--- src/rtl/pipe_stage_reg.sv ---
// Two-entry pipeline stage register with a skid buffer.
// The main register drives the output; the skid register catches one extra
// entry so In_Ready can be a pure register with no path from Out_Ready.
//
// Ports:
//   Clock, Reset_n          rising-edge clock, async active-low reset
//   Flush                   synchronous kill of held and incoming entries
//   In_Valid/In_Ready       upstream handshake (In_Ready registered)
//   In_Ctrl/In_Data         upstream control and data fields
//   Out_Valid/Out_Ready     downstream handshake
//   Out_Ctrl/Out_Data       presented entry (Out_Ctrl = CTRL_BUBBLE when idle)
//   Occupancy               entries held (0..2)
//   StallCount              saturating count of back-pressured cycles
module pipe_stage_reg #(
    parameter int unsigned       DATA_W      = 96,
    parameter int unsigned       CTRL_W      = 8,
    parameter logic [CTRL_W-1:0] CTRL_BUBBLE = '0
) (
    input  logic              Clock,
    input  logic              Reset_n,
    input  logic              Flush,
    input  logic              In_Valid,
    output logic              In_Ready,
    input  logic [CTRL_W-1:0] In_Ctrl,
    input  logic [DATA_W-1:0] In_Data,
    output logic              Out_Valid,
    input  logic              Out_Ready,
    output logic [CTRL_W-1:0] Out_Ctrl,
    output logic [DATA_W-1:0] Out_Data,
    output logic [1:0]        Occupancy,
    output logic [15:0]       StallCount
);

    localparam int unsigned STALL_W = 16;
    localparam logic [STALL_W-1:0] STALL_MAX = '1;

    typedef enum logic [1:0] {
        EMPTY = 2'd0,
        ONE   = 2'd1,
        FULL  = 2'd2
    } state_t;

    state_t             state;
    logic               main_valid;
    logic [CTRL_W-1:0]  main_ctrl;
    logic [DATA_W-1:0]  main_data;
    logic               skid_valid;
    logic [CTRL_W-1:0]  skid_ctrl;
    logic [DATA_W-1:0]  skid_data;
    logic               in_ready_q;
    logic [STALL_W-1:0] stall_q;

    logic accept;
    logic drain;

    // Handshakes use only registered state on our side.
    assign accept = In_Valid & in_ready_q;
    assign drain  = main_valid & Out_Ready;

    // All outputs come straight from registers.
    assign In_Ready   = in_ready_q;
    assign Out_Valid  = main_valid;
    assign Out_Ctrl   = main_ctrl;
    assign Out_Data   = main_data;
    assign Occupancy  = 2'(state);
    assign StallCount = stall_q;

    // Stage state machine; main_ctrl is forced to CTRL_BUBBLE whenever main empties,
    // main_data is left alone so the data bus does not toggle on bubbles.
    always_ff @(posedge Clock or negedge Reset_n) begin
        if (!Reset_n) begin
            state      <= EMPTY;
            main_valid <= 1'b0;
            main_ctrl  <= CTRL_BUBBLE;
            main_data  <= '0;
            skid_valid <= 1'b0;
            skid_ctrl  <= '0;
            skid_data  <= '0;
            in_ready_q <= 1'b0;
            stall_q    <= '0;
        end else begin
            // Back-pressure counter is independent of Flush.
            if (main_valid && !Out_Ready && (stall_q != STALL_MAX)) begin
                stall_q <= stall_q + STALL_W'(1);
            end

            if (Flush) begin
                // A same-cycle drain has already been delivered; accepts are lost.
                state      <= EMPTY;
                main_valid <= 1'b0;
                main_ctrl  <= CTRL_BUBBLE;
                skid_valid <= 1'b0;
                in_ready_q <= 1'b1;
            end else begin
                case (state)
                    EMPTY: begin
                        // First edge after reset raises In_Ready here.
                        in_ready_q <= 1'b1;
                        if (accept) begin
                            state      <= ONE;
                            main_valid <= 1'b1;
                            main_ctrl  <= In_Ctrl;
                            main_data  <= In_Data;
                        end
                    end
                    ONE: begin
                        if (accept && drain) begin
                            main_ctrl <= In_Ctrl;
                            main_data <= In_Data;
                        end else if (accept) begin
                            state      <= FULL;
                            skid_valid <= 1'b1;
                            skid_ctrl  <= In_Ctrl;
                            skid_data  <= In_Data;
                            in_ready_q <= 1'b0;
                        end else if (drain) begin
                            state      <= EMPTY;
                            main_valid <= 1'b0;
                            main_ctrl  <= CTRL_BUBBLE;
                        end
                    end
                    FULL: begin
                        // In_Ready is low here, so only a drain can happen.
                        if (drain) begin
                            state      <= ONE;
                            main_ctrl  <= skid_ctrl;
                            main_data  <= skid_data;
                            skid_valid <= 1'b0;
                            in_ready_q <= 1'b1;
                        end
                    end
                    default: begin
                        state      <= EMPTY;
                        main_valid <= 1'b0;
                        main_ctrl  <= CTRL_BUBBLE;
                        skid_valid <= 1'b0;
                        in_ready_q <= 1'b1;
                    end
                endcase
            end
        end
    end

endmodule

--- config.mk ---
export PLATFORM = sky130hd
export DESIGN_NAME = pipe_stage_reg
export DESIGN_NICKNAME = d
export VERILOG_FILES = /design/src/rtl/pipe_stage_reg.sv
export SDC_FILE = /design/constraint.sdc
export NUM_CORES = 1
export LEC_CHECK = 0
export CAP_MARGIN = 20
export CORE_MARGIN = 3
export CORE_UTILIZATION = 50
export CTS_CLUSTER_SIZE = 25
export DETAILED_ROUTE_END_ITERATION = 16
export GPL_TIMING_DRIVEN = 0
export PLACE_DENSITY = 0.8
export SYNTH_ARGS = -nofsm -noshare
export SYNTH_HDL_FRONTEND = slang
export SYNTH_SLANG_ARGS = --single-unit
--- constraint.sdc ---
create_clock -name Clock -period 2 [get_ports Clock]
set_input_delay 0.2 -clock Clock [delete_from_list [all_inputs] [get_ports Clock]]
set_output_delay 0.2 -clock Clock [all_outputs]
set_load 0.02 [all_outputs]
== After elaboration in Yosys (flattened, before gate mapping) ==
Index checks and enable logic that the tools add are counted.
Operators by class
  reduce and logical (&&, ||, !) cells: 12
  shifts and indexed selects: 0
  $add $sub $neg: 1
  equal/unequal tests: 16
  multiplexer cells: 29
  bitwise operators: 4
  divide/modulo/power cells: 0
  magnitude comparators: 0
  multipliers: 0
Operators by type and width (count)
  $mux W96: 3
  $pmux W96 S3: 1
  $mux W8: 6
  $pmux W8 S3: 1
  $ne A3 B3 Y1 const B: 6
  $add A16 B1 Y16 const B: 1
  $ne A16 B16 Y1 const B: 1
  $mux W2: 6
  $ne A4 B4 Y1 const B: 3
  $reduce_and A4 Y1: 3
  $reduce_and A5 Y1: 2
  $mux W1: 9
  $ne A2 B2 Y1 const B: 4
  $pmux W2 S3: 1
  $logic_and A1 B1 Y1: 3
  $pmux W1 S3: 1
  $reduce_and A3 Y1: 1
  $reduce_bool A3 Y1: 1
  $and A1 B1 Y1: 2
  $eq A2 B1 Y1 const B: 1
  $eq A2 B2 Y1 const B: 1
  $logic_not A2 Y1: 1
  $not A1 Y1: 2
  $pmux W1 S2: 1
  $logic_not A1 Y1: 1
Word-level totals
  bits in latches: 0
  memory bits (read-only): 0
  memories: 0
  register bits: 228
  RAM bits: 0

== Longest topological paths before layout ==
  depth in word-level cells: 6
  gate-level depth with buffers: 8
  mapped depth without buffers: 5

== Worst setup path after synthesis ==
Ideal clock, no wire load.
  kind: reg-to-reg
  start: register state[1], in the netlist Occupancy[1]
  end: register main_data[0], in the netlist Out_Data[0]
  setup slack: -0.050 ns
  arrival: 1.922 ns
  required time: 1.873 ns
  cell stages (with the launch flop): 9
  period minus slack after synthesis: 2.050 ns
  cells stage by stage: dfrtp_1 > buf_2 > nor2b_1 > buf_2 > nand3_1 > a21oi_4 > buf_6 > buf_8 > mux2_1
Between the ends
  word-level cells in the longest chain between the ends: 3
  elaborated cells between the ends (all ways): 9
  those cells by class: 5 x eq/ne; 1 x mux; 3 x reduce/logical
RTL lines
  start: declaration: RTL line 43  | state_t state;
  start signal: assignment: RTL line 72  | state <= EMPTY;
  start signal: assignment: RTL line 89  | state <= EMPTY;
  start signal: assignment: RTL line 100  | state <= ONE;
  $eq A2 B1 Y1, or another cell as far along: RTL line 95  | case (state)
  $ne A2 B2 Y1 (no source line) or $reduce_bool A3 Y1 (tied branches)
  $reduce_and A5 Y1 (no source line)
  end signal: assignment: RTL line 103  | main_data <= In_Data;
  end signal: assignment: RTL line 109  | main_data <= In_Data;
  end signal: assignment: RTL line 127  | main_data <= skid_data;
  end: declaration: RTL line 46  | logic [DATA_W-1:0] main_data;
Parallel ways exist; a longest one is shown, timed or not.
A chain may end at the register's enable or synchronous reset.

== Worst setup path in the final report ==
  start: register stall_q[0], in the netlist StallCount[0]
  end: register stall_q[2], in the netlist StallCount[2]
Between the ends
  word-level cells in the longest chain between the ends: 2
  elaborated cells between the ends (all ways): 3
  those cells by class: 1 x add/sub; 1 x eq/ne; 1 x reduce/logical
RTL lines
  start: declaration: RTL line 51  | logic [STALL_W-1:0] stall_q;
  start signal: assignment: RTL line 84  | stall_q <= stall_q + STALL_W'(1);
  branches (longest 2 deep; another with $add A16 B1 Y16)
Several ways; the timed one is not identified.

==> impl_metrics.tcl <==
set metrics [dict create \
    dp.cells 1165 \
    drt_iter0_markers 264 \
    ys_ff_latch 228 \
    grt_pass1_wl_microns 36200 \
    r2r-start "StallCount[0]$_DFFE_PN0P_" \
    ff2ff_path_depth 5 \
    start_util 0.514 \
    synth_edf_count 0 \
    first_global_vias 6767 \
    worst_pin_slew_ns 0.693 \
    synth_top_cell_area_share 0.565 \
    fin_crit_sh 0.967 \
    grt.overflow.total 0 \
    cts_tree "done" \
    cp.arrival_ns 2.33 \
    endpoint "StallCount[2]$_DFFE_PN0P_" \
    postSynthCellCount 667 \
    hp-class "input port to async pin" \
    synth_ff_type "dfrtp_1" \
    nets 1056 \
    design_area_sq_mm 0.0140 \
    antenna_found_initial 1 \
    root_buffer "clkbuf_16" \
    syn_to_final_growth_pct 38.2 \
    place_area_sq_mm 0.0128 \
    synth.area.top_cells "dfrtp_1, mux2_2, mux2_4" \
    dp_slack_ns -0.624 \
    port-buffer-count 231 \
    dp_hpwl_microns 15500 \
    path_clk_slew_ns 0.06 \
    r2r_setup_slack_ns 0.07 \
    synth_most_common_cell "mux2_2" \
    grt_usage 0.202 \
    h-tree-depth 1 \
    drtAntennaViolNets 0 \
    crit_type "flop to flop" \
    finalNonFillerCells 1227 \
    p_per_area_mw_per_mm2 1190 \
    drc_errors 0 \
    worstPathMaxFanout 5 \
    crit_path_start_kind "flop" \
    synth.avg_cell_area_sq_um 15.1 \
    drt_pre_antenna_iters 4 \
    num_vias 6420 \
    netlist.top_cell.by_area "dfrtp_1" \
    cts_buffer_depth 3 \
    async_reset_ff_frac 1.00 \
    path_delay_family "simple AND/OR/NAND/NOR gates" \
    cts_buffers 25 \
    r2r-end "StallCount[2]$_DFFE_PN0P_" \
    min_period_ns 1.93 \
    routed_wl_microns 22600 \
    p_leak_nw 5.87 \
    drive_gt1_frac 0.403 \
    setup_tns_ns 0 \
    ys_types 42 \
    vdd_drop_max_mv 0.800 \
    timing.critical_path.buf_inv 0 \
    setup.worst_path.start "StallCount[0]$_DFFE_PN0P_" \
    finalSetupViolCount 0 \
    ioPinCount 233 \
    relSlewSlack 0.538 \
    cp_data_required_time_ns 2.39 \
    die_y_microns 148 \
    gp_congestion 0.800 \
    clock_sinks 228 \
    cp.depth 5 \
    worstSetupEndpointType "flop" \
    path_cells "ha_2 > nand4_1 > or4_1 > and3_1 > xor2_1" \
    yosysSeqAreaShare 0.565 \
    chipWidth_microns 148 \
    die_area_sq_mm 0.0219 \
    clkLatencyLatePin_ns 0.51 \
    drt-wirelength-per-cell_microns 18.4 \
    fin_util 0.710 \
    syn_area_sq_mm 0.0101 \
    worst_clock_skew_ns 0.0106 \
    timing.fmax_ghz 0.517 \
    grt_max_degree 104 \
    placementRows 51 \
    slowest_delay_ns 0.66 \
    synth_nets 777 \
    viasPerCell 5.23 \
    worst_slack_ns 0.0654 \
    critPathSlowestCell "or4_1" \
    status "finished, final reports clean" \
    cap_violations 0 \
    core_area_sq_mm 0.0197 \
    drv_slew 0 \
    yosys-top-cells-count "mux2_2, dfrtp_1, mux2_1, mux2_4, a22o_1" \
    hold_violations 0 \
    yosysWarningCount 0 \
]
sequential cells by signal (all words and copies together), names as in the netlist:
signal and flops:
Out_Data 96, skid_data 96, Out_Valid 1, skid_ctrl 8, StallCount 16, In_Ready 1, Out_Ctrl 8, Occupancy 2
cell usage in the layout, fill, tap and decap left out, drive strengths merged, types with 5 or more instances in the layout:
master	netlist	layout
xor2	9	9
a21oi	8	8
nor2	5	5
clkbuf	10	42
mux2	298	298
clkdlybuf4s50	0	230
nor3	9	9
xnor2	5	5
a22o	16	16
dfrtp	228	228
buf	27	48
nand2	11	11
nand4	6	6
nand3	7	7
final cells by class:
cell class                      instances  area [sq um]
Clock buffer                           32           702
Sequential cell                       228          5710
Clock inverter                         10           134
Tap cell                              265           332
Multi-Input combinational cell        401          4170
Timing Repair Buffer                  253          2530
Buffer                                 36           372
Inverter                                1          3.75
Antenna cell                            1          2.50
Fill cell                            1376          5700
repair_timing:
item	CTS	global route
resized for setup	41	11
endpoints found under the hold margin	228	0
pin swaps	2	5
setup endpoints to repair	208	209
hold buffers	1	0
setup buffers	7	12
worst min-delay path by stage:
stage / slack (ns) / cells after the start / endpoint / startpoint
final: 0.14 / 2 / StallCount[8]$_DFFE_PN0P_ / Reset_n
after global routing: 0.15 / 2 / StallCount[14]$_DFFE_PN0P_ / Reset_n
after detailed placement: 0.08 / 1 / StallCount[8]$_DFFE_PN0P_ / Reset_n
after CTS: 0.13 / 2 / Out_Valid$_DFFE_PN0P_ / Flush
after floorplan: -0.1 / 0 / In_Ready$_DFFE_PN0P_ / Reset_n
after global placement: 0.47 / 1 / Out_Data[13]$_DFFE_PN0P_ / Out_Data[13]$_DFFE_PN0P_
power breakdown:
| part | total, mW | switching, mW | internal, mW |
|---|---|---|---|
| combinational | 4.96 | 2.05 | 2.92 |
| clock | 4.65 | 1.81 | 2.85 |
| sequential | 6.98 | 0.819 | 6.17 |
| total | 16.6 | 4.67 | 11.9 |
metal layers:
layer / global-route usage / vias to the layer above / part of all wire
met1: 0.265 / 3224 / 0.43
met5: 0 / - / 0
li1: - / 2999 / -
met3: 0.0719 / 23 / 0.080
met2: 0.330 / 174 / 0.48
met4: 0.0360 / 0 / 0.012
kinds of logic (layout without fill, tap and decap cells):
group,after synthesis,count (layout),synth area share
simple gates,54,54,0.0294
buf+inv,38,332,0.0260
fa+ha+maj,1,1,0.00124
mux,298,298,0.340
other cells,0,1,0
xor+xnor,14,14,0.0121
flops,228,228,0.565
compound gates,34,34,0.0268
metrics by stage:
stage / total power [mW] / hold WS [ns]
after floorplan: 9.62 / -0.0956
after global placement: 11.7 / 0.468
after detailed placement: 11.9 / 0.0841
after CTS: 16.7 / 0.126
after global routing: 17.5 / 0.153
final: 16.6 / 0.141
No activity file was read; power rests on OpenSTA's default activity.
